File: src/rtl/stream_fifo_src.sv
// stream_fifo_src: first-word-fall-through valid/ready FIFO with fill level.
// Optional producer stall counter enabled by defining STREAM_FIFO_STALL_CNT_EN.
module stream_fifo_src #(
  parameter int WIDTH = 8,
  parameter int DEPTH = 4
) (
  input  logic                     clk_i,
  input  logic                     rst_ni,
  input  logic                     s_valid_i,
  output logic                     s_ready_o,
  input  logic [WIDTH-1:0]         s_data_i,
  output logic                     m_valid_o,
  input  logic                     m_ready_i,
  output logic [WIDTH-1:0]         m_data_o,
  output logic [$clog2(DEPTH):0]   level_o,
  output logic [15:0]              stall_cnt_o
);
  localparam int AW = (DEPTH > 1) ? $clog2(DEPTH) : 1;
  localparam int PW = AW + 1;
  if (WIDTH < 1) begin : g_bad_width
    $error("stream_fifo_src: WIDTH must be at least 1");
  end
  if (DEPTH < 2 || (DEPTH & (DEPTH - 1)) != 0) begin : g_bad_depth
    $error("stream_fifo_src: DEPTH must be a power of two >= 2");
  end
  logic [WIDTH-1:0] mem_q [DEPTH];
  logic [PW-1:0]    wr_q, wr_d, rd_q, rd_d;
  logic             s_ready_q, push, pop;
  logic [WIDTH-1:0] data_q;
  assign m_valid_o = wr_q != rd_q;
  assign s_ready_o = s_ready_q;
  assign push      = s_valid_i && s_ready_q;
  assign pop       = m_valid_o && m_ready_i;
  assign wr_d      = wr_q + PW'(push);
  assign rd_d      = rd_q + PW'(pop);
  assign level_o   = wr_q - rd_q;
  // data_q remembers the last presented head so m_data_o holds once drained
  assign m_data_o  = m_valid_o ? mem_q[rd_q[AW-1:0]] : data_q;
  always_ff @(posedge clk_i) begin
    if (push) mem_q[wr_q[AW-1:0]] <= s_data_i;
  end
  // ready is computed from next-state pointers so it never depends on m_ready_i combinationally
  always_ff @(posedge clk_i or negedge rst_ni) begin
    if (!rst_ni) begin
      wr_q      <= '0;
      rd_q      <= '0;
      s_ready_q <= 1'b1;
      data_q    <= '0;
    end else begin
      wr_q      <= wr_d;
      rd_q      <= rd_d;
      s_ready_q <= !((wr_d[AW] != rd_d[AW]) && (wr_d[AW-1:0] == rd_d[AW-1:0]));
      data_q    <= m_data_o;
    end
  end
`ifdef STREAM_FIFO_STALL_CNT_EN
  logic [15:0] stall_q;
  always_ff @(posedge clk_i or negedge rst_ni) begin
    if (!rst_ni) stall_q <= '0;
    else if (s_valid_i && !s_ready_q && stall_q != 16'hFFFF) stall_q <= stall_q + 16'd1;
  end
  assign stall_cnt_o = stall_q;
`else
  assign stall_cnt_o = 16'h0000;
`endif
endmodule

File: config.mk
export PLATFORM = sky130hd
export DESIGN_NAME = stream_fifo_src
export DESIGN_NICKNAME = d
export VERILOG_FILES = /design/src/rtl/stream_fifo_src.sv
export SDC_FILE = /design/constraint.sdc
export NUM_CORES = 1
export LEC_CHECK = 0
export CAP_MARGIN = 25
export CORE_ASPECT_RATIO = 0.9
export CORE_MARGIN = 2
export CORE_UTILIZATION = 34
export DETAILED_ROUTE_END_ITERATION = 6
export GPL_TIMING_DRIVEN = 0
export SYNTH_ARGS = -nofsm -noshare
export SYNTH_HDL_FRONTEND = slang
export SYNTH_SLANG_ARGS = --single-unit
export TNS_END_PERCENT = 100
File: constraint.sdc
create_clock -name clk_i -period 2.56 [get_ports clk_i]
set_clock_uncertainty 0.2 [all_clocks]
set_input_delay 0.768 -clock clk_i [delete_from_list [all_inputs] [get_ports clk_i]]
set_output_delay 0.768 -clock clk_i [all_outputs]
set_load 0.05 [all_outputs]
# == Word level (Yosys, flattened, before mapping) ==
# Memories as Yosys holds them, arrays and structs flattened.
# Cells that the tools add are included.
# totals
output_inout_bits,29
memories,1
regBits,15
in_bits,12
ramBits,32
elab_cells,18
# memory_table
name,depth,width,read_ports,rd_clocked_by_memory_dff,wr,line_no,text
mem_q,4,8,1,0,1,26,logic [WIDTH-1:0] mem_q [DEPTH];
# op_classes
n_reduce_logical,4
eq_ne,3
addsub,3
n_mux,3
# op_table
cell,count
$mux W8,1
$add A3 B1 Y3,2
$logic_and A1 B1 Y1,3
$ne A3 B3 Y1,1
$sub A3 B3 Y3,1
$eq A2 B2 Y1,1
$mux W1,2
$logic_not A1 Y1,1
$ne A1 B1 Y1,1

# == Logic depth before layout (Yosys ltp) ==
# logic_depth
word_depth,6
depth_mapped,11
mapped_depth_nobuf,9

# == Least setup slack after synthesis ==
# Ideal clock, no wire load.
# synth_timing
kind,register to output
startpoint,reg wr_q[0]
endpoint,out level_o[2]
path_buffers,0
path_stages_with_launch,5
required_time_ns,1.592
arrival_ns,1.852
path_slack_ns,-0.260
path_cell_list,dfrtp_1 inv_1 ha_1 fa_1 xnor2_1
# synth_between
elab_chain_cells,1
# synth_rtl
element,line_no,text
"start, declared",27,"logic [PW-1:0] wr_q, wr_d, rd_q, rd_d;"
"start signal, assigned",50,wr_q <= wr_d;
$sub A3 B3 Y3,36,assign level_o = wr_q - rd_q;
"end, declared",15,"output logic [$clog2(DEPTH):0] level_o,"
# Every way passes these cells.

# == Final worst setup path ==
# layout_timing
startpoint,reg rd_q[1]
endpoint,out m_data_o[7]
# layout_between
elab_chain_cells,2
word_cells_on_any_way,3
classes_between,1 x eq/ne; 1 x mux; 1 x memory
# layout_rtl
element,line_no,text
"start, declared",27,
"start signal, assigned",51,rd_q <= rd_d;
$mem_v2 Z4 W8 / $ne A3 B3 Y1 (equally long branches),n/a,
$mux W8 (*),38,assign m_data_o = m_valid_o ? mem_q[rd_q[AW-1:0]] : data_q;
"end, declared",14,"output logic [WIDTH-1:0] m_data_o,"
# Every way passes the cells marked *; elsewhere a longest branch is shown, timed or not.

==> results.yml <==
worst_hold_path:
  whs_endpoint: "data_q[5]"
  hp-class: "register to register"
  holdPathStages: 1
  min-delay-start: "data_q[5]"
drt:
  final_antenna_net_count: 0
  routed_via_density: 4.34
  dr.max_layer_used: "met3"
  m1WireLength_mm: 1.41
  drc: 0
  routed-wl-met2_mm: 1.88
  drt_iter0_markers: 18
  vias: 1034
  finalWirelength_mm: 3.48
  routed-wl-met3_um: 193
  avgRoutedWirePerCell_um: 14.6
  drtPass1Iterations: 4
floorplanning:
  io_pins: 41
  rows: 26
  initial_core_util: 0.351
  fp.dieW_um: 84.6
  core-area_um2: 5660
  die_h_um: 76.5
  dieArea_um2: 6470
yosys:
  synth_cells: 113
  ys.flop_type: "edfxtp_1"
  yosysMostFrequentCell: "edfxtp_1"
  ys_seq_area_frac: 0.674
  synth_warnings: 0
  syn_area_um2: 1990
  synth_area_leaders: "edfxtp_1 48%, dfrtp_1 18%, mux4_2 9.1%"
  synth_largest_area_cell: "edfxtp_1"
  async_reset_ff_frac: 0.319
  synth_common_cells: "32 x edfxtp_1, 16 x buf_4, 14 x dfrtp_1"
  yosysUniqueCellTypes: 21
  ys_ff_latch: 47
  avgSynthCellArea_um2: 17.6
  yosysTopAreaCellShare: 0.484
  synth_enable_flop_cells: 32
timing:
  setup_violations: 10
  fin_crit_ns: 2.84
  max_freq_ghz: 0.352
  drv_slew: 0
  rsz0062_at_grt: "yes"
  hold_violations: 0
  tightest_slew_ns: 0.825
  setup_ws_ns: -0.284
  relSlewSlack: 0.448
  min_period_over_period: 1.11
  fin_hold_ws_ns: 0.313
run:
  max_cap_violations: 0
worst_setup_path:
  cp-end-kind: "output port"
  critPathKind: "register to output port"
  r2r_end: "s_ready_o"
  r2r_start: "rd_q[1]"
  rr_worst_depth: 11
  worstPathRequired_ns: 1.59
  reg2reg_setup_slack_ns: 0.08
  critical_path.max_fanout: 5
  crit_path_start_kind: "register"
  cp.arrival_ns: 1.88
cts:
  tritoncts: "done"
  clock_latency_ns: 0.29
  clock_sinks: 47
  cts-root-buf: "clkbuf_8"
  h-tree-depth: 2
  cts_buffers: 5
  clkSlewWorstSetupHoldPaths_ns: 0.09
  cts_buffer_depth: 2
global_routing:
  antenna_found_initial: 0
  grt_pass1_wl_mm: 5.41
  first_global_vias: 1113
  overflow: 0
  grt_util_all_layers: 0.113
  grt_max_degree: 17
placed_design:
  hpwl_mm: 2.34
  gp_congestion: 0.774
  port_buffers: 24
layout:
  area_growth_pct: 34.9
  drive_above_1_share: 0.464
  antenna_cells: 0
  fin_nets: 186
outcome:
  violations: "setup timing"
  outcome: "finished with violations"
-- layout make-up --
class,count,area [um^2]
multi-input combinational,55,622
fill,504,2980
timing repair buffer,32,338
buffer,19,169
inverter,7,31.3
tap,70,87.6
clock buffer,5,68.8
clock inverter,3,22.5
sequential,47,1340
-- how the worst max path moves through the flow --
stage | cells after the start | to | start
finish | 7 | m_data_o[7] | rd_q[1]
global route | 7 | m_data_o[5] | rd_q[1]
CTS | 7 | m_data_o[7] | rd_q[1]
detailed placement | 7 | m_data_o[5] | rd_q[1]
global placement | 7 | m_data_o[5] | rd_q[1]
floorplan | 6 | m_data_o[0] | rd_q[1]
-- worst max-delay path, cell delays in order (launching register included) --
cell and delay, ns:
dfrtp_1 0.37, clkbuf_8 0.14, inv_4 0.03, ha_4 0.24, and3_4 0.20, buf_8 0.14, mux2_4 0.32, buf_8 0.15
-- layer usage --
metal,vias up,track usage
li1,484,-
met1,518,0.133
met2,32,0.203
met3,0,0.0325
met4,0,0.0238
met5,-,0
-- state kept, by name (all words and copies together) (netlist names) --
name and count:
s_ready_o 1, mem_q 32, data_q 8, wr_q 3, rd_q 3
-- logic make-up after synthesis --
logic type,count (synthesis),synth area share
xor+xnor,7,0.0309
buf+inv,26,0.0870
mux,16,0.136
flops,47,0.674
fa+ha+maj,7,0.0479
simple gates,9,0.0227
other cells,1,0.00189
-- placed cells by master, fill, tap and decap left out --
cell type and count:
edfxtp_1 32, buf_4 23, conb_1 16, dfrtp_1 12, clkdlybuf4s50_1 11, buf_8 8
mux4_2 8, mux2_4 8, clkbuf_8 6, buf_6 5, ha_1 4, xor2_1 3
inv_1 3, xnor2_2 2, inv_2 2, inv_4 2, nor2_1 2, ha_4 2
dfrtp_2 2, and3_4 1, nor2b_1 1, xor2_2 1, buf_12 1, nand2_1 1
nand3_1 1, nor3_1 1, nor3_2 1, xnor2_1 1, or3_1 1, fa_2 1
clkinv_2 1, inv_6 1, clkinv_4 1, clkbuf_2 1, dlygate4sd2_1 1, dfstp_2 1
-- through the flow --
stage	std cells	area [um^2]	util	TNS, ns	setup slack, ns
floorplan	128	2050	-	-0.307	-0.0384
global placement	222	2380	0.420	-15.78	-0.818
detailed placement	224	2390	0.423	-11.88	-0.876
CTS	236	2620	0.462	-2.37	-0.286
global route	238	2680	0.473	-2.90	-0.339
finish	238	2680	0.473	-2.30	-0.284
-- timing repair --
item | 4_1_cts | 5_1_grt
setup buffers | 3 | 3
gates resized for setup | 106 | 12
gates cloned | 1 | 0
pin swaps | 2 | 1
hold buffers | 0 | 0
setup endpoints to repair | 14 | 17
Power is not shown: default switching activity piles up to over one toggle a cycle in this logic, so the estimate is an artifact.
